--- src/rtl/display_pkg.sv ---
// Shared definitions for the 7-segment scan driver and the decoder top level.
package display_pkg;
    localparam int DIGITS_DEF      = 4;
    localparam int REFRESH_DIV_DEF = 50000;
    localparam int DIGITS_MAX      = 8;

    // Wide enough for the largest bank; slice down to DIGITS at the use site.
    localparam logic [DIGITS_MAX-1:0] DIGIT_OFF = '1;

    typedef enum logic {GUARD, SCAN} state_t;
endpackage

--- src/rtl/tick_gen.sv ---
// Free-running prescaler: one-cycle tick every DIV clocks.
module tick_gen #(
    parameter int DIV = 4
) (
    input  logic clk,
    input  logic reset,
    output logic tick
);
    localparam int W = (DIV > 1) ? $clog2(DIV) : 1;

    logic [W-1:0] div_cnt;

    assign tick = (div_cnt == W'(DIV - 1));

    always_ff @(posedge clk) begin
        if (reset)     div_cnt <= '0;
        else if (tick) div_cnt <= '0;
        else           div_cnt <= div_cnt + 1'b1;
    end
endmodule

--- src/rtl/display_scan.sv ---
// Time-multiplexed digit scanner feeding a 7-segment decoder; one guard
// cycle with all digits dark separates consecutive digit slots.
module display_scan
    import display_pkg::*;
#(
    parameter int DIGITS      = DIGITS_DEF,
    parameter int REFRESH_DIV = REFRESH_DIV_DEF
) (
    input  logic                  clk,
    input  logic                  reset,
    input  logic                  load,
    input  logic [4*DIGITS-1:0]   value,
    input  logic                  blank_lz,
    output logic [3:0]            digit_nibble,
    output logic [DIGITS-1:0]     digit_en_n,
    output logic                  frame_done
);
    localparam int IW = $clog2(DIGITS);

    state_t              state, state_nx;
    logic [IW-1:0]       idx;
    logic [4*DIGITS-1:0] shadow;
    logic                tick;
    logic                idx_last;
    logic                blanked;
    logic [3:0]          nib_nx;
    logic [DIGITS-1:0]   en_nx;

    tick_gen #(.DIV(REFRESH_DIV)) u_tick (
        .clk   (clk),
        .reset (reset),
        .tick  (tick)
    );

    assign idx_last = (idx == IW'(DIGITS - 1));

    // A digit is a leading zero when it and every more significant nibble are zero.
    always_comb begin
        blanked = blank_lz && (idx != '0);
        for (int i = 0; i < DIGITS; i++)
            if (i >= int'(idx) && shadow[4*i +: 4] != 4'd0) blanked = 1'b0;
    end

    always_comb begin
        state_nx = state;
        nib_nx   = digit_nibble;
        en_nx    = DIGIT_OFF[DIGITS-1:0];
        case (state)
            GUARD: state_nx = SCAN;
            SCAN: begin
                nib_nx = shadow[4*idx +: 4];
                if (!blanked) en_nx = ~(DIGITS'(1) << idx);
                if (tick) state_nx = GUARD;
            end
            default: state_nx = GUARD;
        endcase
    end

    always_ff @(posedge clk) begin
        if (reset) begin
            state        <= GUARD;
            idx          <= '0;
            shadow       <= '0;
            frame_done   <= 1'b0;
            digit_nibble <= 4'd0;
            digit_en_n   <= DIGIT_OFF[DIGITS-1:0];
        end else begin
            state        <= state_nx;
            if (load) shadow <= value;
            if (tick) idx <= idx_last ? '0 : idx + 1'b1;
            frame_done   <= tick && idx_last;
            digit_nibble <= nib_nx;
            digit_en_n   <= en_nx;
        end
    end
endmodule

--- config.mk ---
export PLATFORM = sky130hd
export DESIGN_NAME = display_scan
export DESIGN_NICKNAME = d
export VERILOG_FILES = /design/src/rtl/display_pkg.sv /design/src/rtl/tick_gen.sv /design/src/rtl/display_scan.sv
export SDC_FILE = /design/constraint.sdc
export NUM_CORES = 1
export LEC_CHECK = 0
export CORE_ASPECT_RATIO = 1.1
export CORE_MARGIN = 4
export CORE_UTILIZATION = 35
export CTS_CLUSTER_SIZE = 8
export DETAILED_ROUTE_END_ITERATION = 7
export SYNTH_ARGS = -nofsm -noshare
export SYNTH_HDL_FRONTEND = slang
export SYNTH_HIERARCHICAL = 1
export SYNTH_SLANG_ARGS = --single-unit
--- constraint.sdc ---
create_clock -name clk -period 2.1 [get_ports clk]
set_input_delay 0.315 -clock clk [delete_from_list [all_inputs] [get_ports clk]]
set_output_delay 0.315 -clock clk [all_outputs]
set_load 0.01 [all_outputs]
==> impl_metrics.ini <==
[global_route]
grt-ovfl-total = 0
grtUsageTotal_pct = 11.6
grt_pass1_vias = 1323
grt_antenna_before_repair = 0
grt_max_degree = 25
grt_first_pass_wirelength_um = 6160

[sta]
max_freq_ghz = 0.584
slew_violations = 0
final_hold_viol_count = 0
tns_ps = 0
setup_viol = 0
worst_pin_slew_ps = 467
slew-limit-headroom_pct = 68.8
grt_setup_unrepaired = false
fin_worst_skew_ps = 7.82
period_minus_slack_ps = 1710
fin_crit_sh_pct = 81.5

[synth]
syn_inst = 187
ys_ff_latch = 44
syn-num-nets = 213
avgSynthCellArea_um2 = 9.99
yosysUniqueCellTypes = 25
yosys_warnings = 6
synth_top_cell_by_area = dfxtp_1
synth_seq_area_share_pct = 47.2
synth_top_area_share_pct = 47.2
synth_area_mm2 = 0.00187
synth.area.top_cells = dfxtp_1, mux2i_1, nor2_1

[worst_setup_path]
crit_family = simple AND/OR/NAND/NOR gates
worstPathCellList = ha_1 > nand4_2 > and4b_1 > or2_1 > buf_4 > nor2_1
cp.required_ps = 2280
critPathCaptureType = flop
critPathMaxFanout = 15
cp_num_cells = 6
ff2ff_path_depth = 6
critPathBufInv = 1
worstReg2RegEnd = u_tick/div_cnt[15]$_SDFF_PP0_
start_kind = flop
r2r-start = u_tick/div_cnt[0]$_SDFF_PP0_
critPathKind = flop to flop
startpoint = u_tick/div_cnt[0]$_SDFF_PP0_
r2r_setup_slack_ps = 390
crit_path_end = u_tick/div_cnt[15]$_SDFF_PP0_
crit_slowest_cell = and4b_1
slowest_delay_ps = 430
arrival_ps = 1890

[floorplanning]
rows = 27
die_h_um = 84.6
ios = 29
core-area_mm2 = 0.00510
start_util_pct = 36.6
die_w_um = 77.7
dieArea_mm2 = 0.00657

[detailed_routing]
dr.pass1.iters = 4
drt_iter0_drc = 48
wire_per_inst_um = 12.1
wirelength_um = 3470
vias = 1303
post_drt_via_cell_ratio = 4.54
drtAntennaViolNets = 0
drc_errors = 0

[final_layout]
final_cell_mix = nor2_1, dfxtp_1, clkdlybuf4s50_1
fin_nets = 242
diodes = 0
layout_commonest_cell = nor2_1
design_area_mm2 = 0.00230
drive_gt1_share_pct = 6.51
areaGrowthSynthToFinish_pct = 23.3

[pwr]
p_leak_nw = 0.870
ir_worst_vdd_mv = 0.415
p_per_area_mw_per_mm2 = 703
p_int_w = 0.00128
sw_frac_of_total_pct = 21.0
combPwrFrac_pct = 7.9
netSwitchingPower_w = 0.000340
clock_power_share_pct = 37.5
seq_power_share_pct = 54.6

[cts]
cts.sinks = 44
cts_setup_buffers = 0
hold_buffers = 0
cts_buffers = 5
cts_tree = built
path_clk_slew_ps = 80
clock_latency_ps = 290
h-tree-depth = 2
root_buffer = clkbuf_8
cts_resized = 0
cts_buffer_depth = 2

[place]
port_buffers = 28
gp_congestion = 0.745
placed_cell_area_mm2 = 0.00220
dp.final_hpwl_um = 2540

[worst_hold_path]
hp-start = u_tick/div_cnt[0]$_SDFF_PP0_
min_path_type = flop to flop

[status]
outcome = finished clean

[flow_run]
maxCapViolCount = 0
how the worst min path moves through the flow:
| stage | to | slack [ps] | cells past startpoint |
|---|---|---|---|
| 3_5_place_dp | u_tick/div_cnt[0]$_SDFF_PP0_ | 450 | 1 |
| 2_1_floorplan | u_tick/div_cnt[2]$_SDFF_PP0_ | 390 | 1 |
| 3_3_place_gp | u_tick/div_cnt[0]$_SDFF_PP0_ | 440 | 1 |
| 5_1_grt | u_tick/div_cnt[0]$_SDFF_PP0_ | 500 | 1 |
| 6_report | u_tick/div_cnt[0]$_SDFF_PP0_ | 470 | 1 |
| 4_1_cts | u_tick/div_cnt[0]$_SDFF_PP0_ | 470 | 1 |
cell usage after synthesis:
| cell type | instances |
|---|---|
| nor2_1 | 45 |
| dfxtp_1 | 44 |
| mux2i_1 | 22 |
| xnor2_1 | 13 |
| nor4_1 | 7 |
| ha_1 | 6 |
| inv_1 | 6 |
| nand2_1 | 5 |
| nand3_1 | 5 |
| mux4_2 | 4 |
| nor3_1 | 4 |
| o211ai_1 | 4 |
| buf_2 | 3 |
| clkbuf_1 | 3 |
| nand4_1 | 3 |
| buf_6 | 2 |
| nor2b_1 | 2 |
| nor4bb_1 | 2 |
| a21oi_1 | 1 |
| and4b_1 | 1 |
| buf_4 | 1 |
| nand4_2 | 1 |
| o2111ai_1 | 1 |
| or2_1 | 1 |
| xor2_1 | 1 |
stage by stage:
stage               utilization (%)  setup WS (ps)  hold WS, ps  total power, W  instances
finish                         45.2            389          469         0.00162        287
global route                   45.2            279          497         0.00169        287
CTS                            45.2            386          475         0.00164        287
detailed placement             43.2            407          455         0.00103        281
global placement               43.2            471          437         0.00103        281
floorplan                         -            497          387        0.000973        187
layer usage:
layer | track usage, % | wire [µm] | part of all wire [%] | vias up
met1 | 14.0 | 1630 | 47 | 588
met3 | 3.43 | 118 | 3.4 | 5
met5 | 0 | 0 | 0 | -
li1 | - | - | - | 691
met2 | 19.5 | 1670 | 48 | 19
met4 | 3.88 | 49 | 1.4 | 0
power by group through the flow:
stage               Clock (W)  Sequential [W]  Combinational (W)
finish               0.000607        0.000885           0.000128
global route         0.000660        0.000888           0.000142
CTS                  0.000626        0.000885           0.000131
detailed placement          0        0.000904           0.000130
global placement            0        0.000904           0.000129
floorplan                   0        0.000897          0.0000754
registers in the layout, summed over array words and instances (netlist names):
name / flops
state: 1
shadow: 16
digit_nibble: 4
idx: 2
frame_done: 1
u_tick/div_cnt: 16
digit_en_n: 4
layout make-up:
type	instances	area, µm²
clock buffers	5	68.8
clock inverters	1	30.0
repair buffers	31	303
multi-input cells	128	908
flip-flops and latches	44	881
well taps	72	90.1
inverters	6	22.5
fillers	498	2800
kinds of logic after synthesis:
kind of cell / count (synthesis) / share of synthesized area (%)
AO/OA/AOI/OAI: 6 / 2.34
XOR/XNOR: 14 / 6.56
adder cells (fa/ha/maj): 6 / 4.02
buffers and inverters: 15 / 4.22
flip-flops: 44 / 47.2
multiplexers: 26 / 16.6
AND/OR/NAND/NOR: 76 / 19.1
Note: power is estimated with default switching activity, not from simulation.
